**src/rtl/uart_pkg.sv**
```systemverilog
`default_nettype none
// +----------------------------------------------------------------------+
// | uart_pkg                                                             |
// | Shared UART constants and transmit state encoding.                   |
// | Rev 1.0                                                              |
// +----------------------------------------------------------------------+
package uart_pkg;

    localparam int TICKS_PER_BIT = 16;
    localparam int TICK_CNT_W    = $clog2(TICKS_PER_BIT);

    typedef enum logic [2:0] {
        IDLE   = 3'd0,
        START  = 3'd1,
        DATA   = 3'd2,
        PARITY = 3'd3,
        STOP   = 3'd4
    } tx_state_t;

endpackage
`default_nettype wire

```
**src/rtl/uart_baud_tick_cnt.sv**
```systemverilog
`default_nettype none
// +----------------------------------------------------------------------+
// | uart_baud_tick_cnt                                                   |
// | Bit-period tick counter on the 16x baud enable, with wrap strobe.    |
// | Rev 1.0                                                              |
// +----------------------------------------------------------------------+
module uart_baud_tick_cnt
    import uart_pkg::*;
(
    input  logic clk,
    input  logic reset_n,
    input  logic en,
    input  logic clr,
    output logic wrap
);

    localparam logic [TICK_CNT_W-1:0] c_last = TICK_CNT_W'(TICKS_PER_BIT - 1);

    logic [TICK_CNT_W-1:0] r_cnt;

    always_ff @(posedge clk or negedge reset_n) begin
        if (!reset_n) begin
            r_cnt <= '0;
        end else if (clr) begin
            r_cnt <= '0;
        end else if (en) begin
            r_cnt <= r_cnt + 1'b1;
        end
    end

    // Wrap marks the last tick of a bit period; the counter rolls to 0 itself.
    assign wrap = en && !clr && (r_cnt == c_last);

endmodule
`default_nettype wire

```
**src/rtl/uart_tx_async.sv**
```systemverilog
`default_nettype none
// +----------------------------------------------------------------------+
// | uart_tx_async                                                        |
// | UART transmitter: one-deep holding register, 7/8 data bits, optional |
// | parity, 1/2 stop bits. Define UART_TX_BREAK_EN to add break_en.      |
// | Rev 1.0                                                              |
// +----------------------------------------------------------------------+
module uart_tx_async
    import uart_pkg::*;
#(
    parameter int STOP_BITS = 1
)
(
    input  logic       clk,
    input  logic       reset_n,
    input  logic       baud_clock,
    input  logic       bit8,
    input  logic       parity_en,
    input  logic       odd_n_even,
    input  logic [7:0] tx_hold_reg,
    input  logic       webhr,
`ifdef UART_TX_BREAK_EN
    input  logic       break_en,
`endif
    output logic       txrdy,
    output logic       tx_busy,
    output logic       tx
);

    localparam logic [2:0] c_last_stop = (STOP_BITS == 2) ? 3'd1 : 3'd0;

    tx_state_t  r_state, w_state_nxt;
    logic [7:0] r_hold;
    logic [7:0] r_shift, w_shift_nxt;
    logic [2:0] r_bitcnt, w_bitcnt_nxt;
    logic       r_par, w_par_nxt;
    logic       r_bit8, r_par_en;
    logic       r_txrdy;
    logic       r_tx, w_tx_nxt;
    logic       w_load;
    logic       w_wrap;
    logic       w_tick_clr;

    assign w_tick_clr = (r_state == IDLE);

    uart_baud_tick_cnt u_tick_cnt (
        .clk     (clk),
        .reset_n (reset_n),
        .en      (baud_clock),
        .clr     (w_tick_clr),
        .wrap    (w_wrap)
    );

    always_comb begin
        w_state_nxt  = r_state;
        w_shift_nxt  = r_shift;
        w_bitcnt_nxt = r_bitcnt;
        w_par_nxt    = r_par;
        w_load       = 1'b0;
        w_tx_nxt     = 1'b1;

        case (r_state)
            IDLE: begin
                if (baud_clock && !r_txrdy) w_load = 1'b1;
            end
            START: begin
                if (w_wrap) w_state_nxt = DATA;
            end
            DATA: begin
                if (w_wrap) begin
                    w_shift_nxt = {1'b0, r_shift[7:1]};
                    w_par_nxt   = r_par ^ r_shift[0];
                    if (r_bitcnt == (r_bit8 ? 3'd7 : 3'd6)) begin
                        w_bitcnt_nxt = 3'd0;
                        w_state_nxt  = r_par_en ? PARITY : STOP;
                    end else begin
                        w_bitcnt_nxt = r_bitcnt + 3'd1;
                    end
                end
            end
            PARITY: begin
                if (w_wrap) w_state_nxt = STOP;
            end
            STOP: begin
                if (w_wrap) begin
                    if (r_bitcnt == c_last_stop) begin
                        if (!r_txrdy) w_load = 1'b1;
                        else          w_state_nxt = IDLE;
                    end else begin
                        w_bitcnt_nxt = r_bitcnt + 3'd1;
                    end
                end
            end
            default: w_state_nxt = IDLE;
        endcase

        // Parity seeds with the odd/even select so the final value needs no fix-up.
        if (w_load) begin
            w_state_nxt  = START;
            w_shift_nxt  = r_hold;
            w_bitcnt_nxt = 3'd0;
            w_par_nxt    = odd_n_even;
        end

        // The pin is registered from the next-state view so it changes with the state.
        case (w_state_nxt)
            START:   w_tx_nxt = 1'b0;
            DATA:    w_tx_nxt = w_shift_nxt[0];
            PARITY:  w_tx_nxt = w_par_nxt;
            default: w_tx_nxt = 1'b1;
        endcase
    end

    always_ff @(posedge clk or negedge reset_n) begin
        if (!reset_n) begin
            r_state  <= IDLE;
            r_shift  <= 8'h00;
            r_bitcnt <= 3'd0;
            r_par    <= 1'b0;
            r_bit8   <= 1'b0;
            r_par_en <= 1'b0;
        end else begin
            r_state  <= w_state_nxt;
            r_shift  <= w_shift_nxt;
            r_bitcnt <= w_bitcnt_nxt;
            r_par    <= w_par_nxt;
            if (w_load) begin
                r_bit8   <= bit8;
                r_par_en <= parity_en;
            end
        end
    end

    // A load needs txrdy=0 and a write needs txrdy=1, so the two never collide.
    always_ff @(posedge clk or negedge reset_n) begin
        if (!reset_n) begin
            r_hold  <= 8'h00;
            r_txrdy <= 1'b1;
        end else if (w_load) begin
            r_txrdy <= 1'b1;
        end else if (webhr && r_txrdy) begin
            r_hold  <= tx_hold_reg;
            r_txrdy <= 1'b0;
        end
    end

    always_ff @(posedge clk or negedge reset_n) begin
        if (!reset_n) begin
            r_tx <= 1'b1;
        end else begin
`ifdef UART_TX_BREAK_EN
            r_tx <= break_en ? 1'b0 : w_tx_nxt;
`else
            r_tx <= w_tx_nxt;
`endif
        end
    end

    assign txrdy   = r_txrdy;
    assign tx_busy = (r_state != IDLE);
    assign tx      = r_tx;

endmodule
`default_nettype wire

```
**config.mk**
```make
export PLATFORM = sky130hd
export DESIGN_NAME = uart_tx_async
export DESIGN_NICKNAME = d
export VERILOG_FILES = /design/src/rtl/uart_pkg.sv /design/src/rtl/uart_baud_tick_cnt.sv /design/src/rtl/uart_tx_async.sv
export SDC_FILE = /design/constraint.sdc
export NUM_CORES = 1
export LEC_CHECK = 0
export ABC_CLOCK_PERIOD_IN_PS = 4000
export BUFFER_PORTS_ARGS = -buffer_cell sky130_fd_sc_hd__clkbuf_2
export CORE_ASPECT_RATIO = 1.5
export CORE_UTILIZATION = 53
export DETAILED_ROUTE_END_ITERATION = 10
export PLACE_DENSITY = 0.83
export SLEW_MARGIN = 25
export SYNTH_ARGS = -nofsm -noshare
export SYNTH_HDL_FRONTEND = slang
export SYNTH_HIERARCHICAL = 1
export SYNTH_SLANG_ARGS = --single-unit
```
**constraint.sdc**
```tcl
create_clock -name clk -period 4 [get_ports clk]
set_input_delay 0.2 -clock clk [delete_from_list [all_inputs] [get_ports clk]]
set_output_delay 0.2 -clock clk [all_outputs]
set_load 0.01 [all_outputs]
```
=== Yosys cells after proc, flatten, opt, wreduce, memory -nomap -nowiden ===
Cells that the tools add are included.

* Bits in registers: 31
* Input port bits: 15
* Word-level logic and storage cells: 77

* Add/subtract/negate cells: 2
* Equal/unequal tests: 12
* Mux-type cells: 33
* Bitwise gates (word level): 2
* Reductions and logical operators: 17

{| class="wikitable"
|+ Operators with widths
! cell !! number
|-
| 3-bit two-way mux || 14
|-
| 8-bit two-way mux || 3
|-
| 3-bit one-hot mux with 5 select lines || 1
|-
| 3-bit by 2-bit equality test with 1-bit output, second input constant || 4
|-
| 1-bit two-way mux || 10
|-
| 4-bit two-way mux || 2
|-
| 2-bit nonzero test || 4
|-
| 3-bit by 1-bit equality test with 1-bit output, second input constant || 2
|-
| 3-bit zero test || 2
|-
| 3-bit by 2-bit inequality test with 1-bit output, second input constant || 2
|-
| 3-bit one-hot mux with 2 select lines || 1
|-
| 3-bit nonzero test || 2
|-
| 4-bit by 1-bit adder with 4-bit output, second input constant || 1
|-
| 4-bit equality test, second input constant || 1
|-
| 1-bit logical AND || 4
|-
| 2-bit AND reduction || 2
|-
| 4-bit AND reduction || 1
|-
| 3-bit by 1-bit adder with 3-bit output, second input constant || 1
|-
| 3-bit equality test || 1
|-
| 3-bit equality test, second input constant || 1
|-
| 3-bit inequality test, second input constant || 1
|-
| 1-bit one-hot mux with 3 select lines || 1
|-
| 1-bit zero test || 2
|-
| 1-bit one-hot mux with 2 select lines || 1
|-
| 2 further kinds || 2
|}

=== Longest topological paths before layout ===
* Depth in word-level cells: 9
* Depth in mapped cells: 11
* Mapped depth without buffers: 9

=== By module ===
Netlist, hierarchy kept.

{| class="wikitable"
|+ By module, submodules not included
! module !! times used !! cells an instance !! area each (um^2) !! seq. area each (um^2)
|-
| uart_tx_async || 1 || 118 || 1313.8 || 678.2
|-
| uart_baud_tick_cnt || 1 || 18 || 227.7 || 100.1
|}

=== Least setup slack after synthesis ===
No wires, ideal clock.

* Path type: register -> register
* Start: register r_state[2]
* End: register r_par
* Arrival: 2.192 ns
* Required time: 3.875 ns
* Path slack: 1.683 ns
* Cell stages (with the launch flop): 12
* Cell sequence: dfrtp_1 -> buf_4 -> or3_1 -> inv_1 -> nor2b_1 -> and4_1 -> and2b_1 -> and2_4 -> buf_4 -> nand2_1 -> xnor2_1 -> mux2_2

* Longest elaborated chain between the ends: 7
* Elaborated cells between the ends (all ways): 11
* Classes of those cells: eq/ne (2); mux (5); reduce/logical (4)

{| class="wikitable"
|+ Ends and longest elaborated chain
! element !! RTL line !! RTL
|-
| from (decl) || uart_tx_async.sv:32 || <nowiki>tx_state_t r_state, w_state_nxt;</nowiki>
|-
| from (signal assigned) || uart_tx_async.sv:123 || <nowiki>r_state <= w_state_nxt;</nowiki>
|-
| 3-bit zero test (*) || uart_tx_async.sv:44 || <nowiki>assign w_tick_clr = (r_state == IDLE);</nowiki>
|-
| net w_tick_clr || uart_tx_async.sv:42 || <nowiki>logic w_tick_clr;</nowiki>
|-
| 1-bit zero test (*) || uart_baud_tick_cnt.sv:32 || <nowiki>assign wrap = en && !clr && (r_cnt == c_last);</nowiki>
|-
| 1-bit logical AND (*) (2 in a row) || uart_baud_tick_cnt.sv:32 ||
|-
| net w_wrap || uart_tx_async.sv:41 || <nowiki>logic w_wrap;</nowiki>
|-
| 1-bit two-way mux, on equally long branches || uart_tx_async.sv:85, uart_tx_async.sv:70 ||
|-
| 1-bit one-hot mux with 2 select lines / 1-bit two-way mux (equally long branches) || uart_tx_async.sv:62 || <nowiki>case (r_state)</nowiki>
|-
| 1-bit two-way mux (*) || uart_tx_async.sv:98 || <nowiki>if (w_load) begin</nowiki>
|-
| net w_par_nxt || uart_tx_async.sv:36 || <nowiki>logic r_par, w_par_nxt;</nowiki>
|-
| to (signal assigned) || uart_tx_async.sv:126 || <nowiki>r_par <= w_par_nxt;</nowiki>
|-
| to (decl) || uart_tx_async.sv:36 ||
|}

Mark *: on every way through the listed nets, which the timed path passes. The rest lies on a longest branch.
A chain may end at the register's enable or synchronous reset.

=== Final worst setup path ===
* Start: register r_state[2]
* End: register r_shift[3]

* Longest elaborated chain between the ends: 8
* Elaborated cells between the ends (all ways): 12
* Classes of those cells: eq/ne (2); mux (3); reduce/logical (7)

{| class="wikitable"
|+ Ends and longest elaborated chain
! element !! RTL line !! RTL
|-
| 3-bit zero test (*) || uart_tx_async.sv:44 ||
|-
| net w_tick_clr || uart_tx_async.sv:42 ||
|-
| 1-bit zero test (*) || uart_baud_tick_cnt.sv:32 ||
|-
| 1-bit logical AND (*) (2 in a row) || uart_baud_tick_cnt.sv:32 ||
|-
| net w_wrap || uart_tx_async.sv:41 ||
|-
| 1-bit two-way mux || uart_tx_async.sv:85 || <nowiki>if (w_wrap) begin</nowiki>
|-
| 1-bit one-hot mux with 2 select lines || uart_tx_async.sv:62 ||
|-
| 2-bit nonzero test (no source line) || -- ||
|-
| 2-bit AND reduction (no source line) || -- ||
|-
| to (signal assigned) || uart_tx_async.sv:124 || <nowiki>r_shift <= w_shift_nxt;</nowiki>
|-
| to (decl) || uart_tx_async.sv:34 || <nowiki>logic [7:0] r_shift, w_shift_nxt;</nowiki>
|}

Marks and branches as above.

==> run summary <==
Synth-to-layout area growth -> 14.6%
Mapped Nets -> 154
Grt ovf -> 0
Layout Cells excl Fill -> 195
Switching share of total power -> 31.4%
Filler cells -> 224
Post-synth top cells -> 29 x dfrtp_1, 20 x nand2_1, 12 x mux2_2
Critical path depth -> 9
Pleak -> 0.857 nW
Most used flip-flop cell after synthesis -> dfrtp_1
Top post-synthesis cells by area -> dfrtp_1 47%, mux2_2 8.8%, nand2_1 4.9%
Antenna cells -> 0
Clk sinks -> 31
Reg2reg path depth -> 9
Largest net degree at the start of global routing -> 32
Yosys top cell area share -> 47.1%
Top delay family on crit path -> simple AND/OR/NAND/NOR gates
Met3 Use GR -> 7.12%
Post-Route WL -> 2900 um
CP max-delay cell -> a211oi_4
Mapped Cells -> 136
Hold path startpoint -> tx_hold_reg[3]
Worst setup margin -> 1.31 ns
Drt first pass iters -> 4
Number of buffers added on ports -> 17
Final clock skew -> 0.00275 ns
Final Hold Vio Count -> 0
Pin slew with the least headroom to its limit -> 0.771 ns
Clk pin slew, worst setup/hold paths -> 0.06 ns
Clk root buf -> clkbuf_8
Crit path buf inv count -> 1
Fin crit period -> 2.69 ns
Post-Route Setup TNS -> 0 ns
Initial antenna violation count -> 0
Clock Path Buffers -> 2
Number of DRC markers in iteration 0 -> 19
Num CTS Buffers -> 5
Critical Path Fanout Max -> 17
H-tree Lvls -> 2
Register Area -> 778 um2
Drt via density -> 5.49
Vias in the first global route -> 1082
CP dominant cell by count -> nand2_1
Placed insts -> 186
Unrepaired setup endpoints after global routing -> no
Setup crit start -> r_state[2]
Max VDD drop -> 434 uV
Post-route DRC -> 0
Worst setup path class -> flip-flop to flip-flop
Outcome -> complete, no violations
Synth Area per Inst -> 11.3 um2
Final Max Slew Viols -> 0
Worst EP arrival -> 2.87 ns
Count of final setup violators -> 0
Critical path startpoint category -> flip-flop
Synthesized area -> 0.00154 mm2
Num rows -> 23
Worst hold stages -> 2
Pint -> 0.815 mW
First-pass GRT wire length -> 4960 um
CTS tree -> yes
Vias -> 1071
Clock Latency Late Sink -> 0.29 ns
Routed Antenna Nets -> 0
CP max stage delay -> 0.70 ns
HPWL Detailed -> 2150 um
Period utilization -> 67.3%
Initial Util -> 57.0%
Number of I/O pins -> 18
CP Capture Type -> flip-flop
FMAX -> 0.371 GHz
Max Cap Viol -> 0
Nets -> 175
Pwr per Cell Area -> 672 mW/mm2
Slew HR -> 48.4%
HP Class -> input pin to flip-flop
Yosys top cell by area -> dfrtp_1
Clock share of power -> 26.8%
Post-synth cell types -> 42
Sequential area share after synthesis -> 50.5%
Number of synthesis warnings -> 6
Die ar. -> 0.00313 mm2
Chip height -> 68.1 um
Combinational power share -> 27.3%
Post-CTS setup buffer count -> 0
#FFs+latches synth -> 31
Crit-path cells -> or3_1, inv_1, nor2b_1, and4_1, nand4b_2, a211oi_4, nor2_1, nand2_1, nand2_1
Met2 usage -> 39.8%
GR peak layer -> met2
WP data required -> 4.17 ns
Die width -> 46.0 um
Ys async rst share -> 100%
Post-synth EDFFs -> 0
Seq pwr share -> 46.0%
Total power -> 1.19 mW
Final Wtd Congestion -> 0.786
Most frequent cell after synthesis -> dfrtp_1
Pre-CTS setup slack -> 1.37 ns
Overall Global Routing Usage -> 23.4%
Area of the multi-input gates -> 699 um2
Core footprint -> 0.00271 mm2
GR Util met1 -> 26.9%
WL per Instance -> 14.9 um
NetSw -> 0.373 mW
Layout cells sized above 1 -> 31.0%
R2R Path Start -> r_state[2]
registers in the layout, summed over array words and instances (netlist names), 3 cells and up:
| signal | cells |
|---|---|
| u_tick_cnt/r_cnt | 4 |
| r_bitcnt | 3 |
| r_hold | 8 |
| r_shift | 8 |
| r_state | 3 |
through the flow:
step	utilization, %	hold slack, ns	area, um2
after floorplan	-	-0.0956	1540
after global placement	60.6	0.288	1640
after detailed placement	60.6	0.303	1640
after CTS	65.3	0.139	1770
after global routing	65.3	0.142	1770
final	65.3	0.140	1770
layer usage:
layer | up-vias | part of all wire (%)
met3 | 5 | 3.3
met4 | 0 | 1.6
met2 | 23 | 54
met5 | - | 0
met1 | 529 | 41
li1 | 514 | -
placed cells by master (no fill, tap or decap), types with 2 or more instances in the layout:
cell type	instances
a21oi_1	3
dfrtp_1	29
mux2i_1	3
nand2b_1	2
xnor2_1	2
ha_1	3
clkbuf_2	17
clkbuf_8	6
nor2b_1	3
dfstp_2	2
nor2_1	6
a22oi_1	6
a21o_1	3
mux2_2	12
nand2_1	20
inv_1	8
o21ai_0	5
power by group through the flow:
stage	Combinational, mW	Clock, mW	Sequential, mW
after global routing	0.367	0.340	0.561
final	0.324	0.318	0.546
after detailed placement	0.327	0	0.550
after global placement	0.310	0	0.541
after floorplan	0.259	0	0.522
after CTS	0.329	0.322	0.546
cell type report:
class | count | area share (%)
clock buffer | 6 | 4.67
clock inverter | 2 | 1.98
inverter | 8 | 1.70
multi-input combinational | 93 | 39.6
sequential | 31 | 44.1
tap | 37 | 2.62
timing repair buffer | 18 | 5.38
final timing paths:
kind | end | slack [ns]
max | r_shift[3] | 1.31
min | r_hold[3] | 0.14
max reg2reg | r_shift[3] | 1.31
min reg2reg | r_shift[2] | 0.48
max in group asynchronous | r_state[0] | 3.01
min in group asynchronous | r_bitcnt[2] | 0.51
cell families after synthesis:
logic type | count (synthesis) | share of synthesized area (%)
AO/OA/AOI/OAI | 27 | 13.5
multiplexers | 16 | 11.7
AND/OR/NAND/NOR | 44 | 16.1
XOR/XNOR | 3 | 1.70
buffers and inverters | 12 | 4.14
adder cells (fa/ha/maj) | 3 | 2.44
flip-flops | 31 | 50.5
timing repair:
item,4_1_cts,5_1_grt
gates resized for setup,0,0
hold buffers,1,0
endpoints found under the hold margin,22,0
Note: power is estimated with default switching activity, not from simulation.
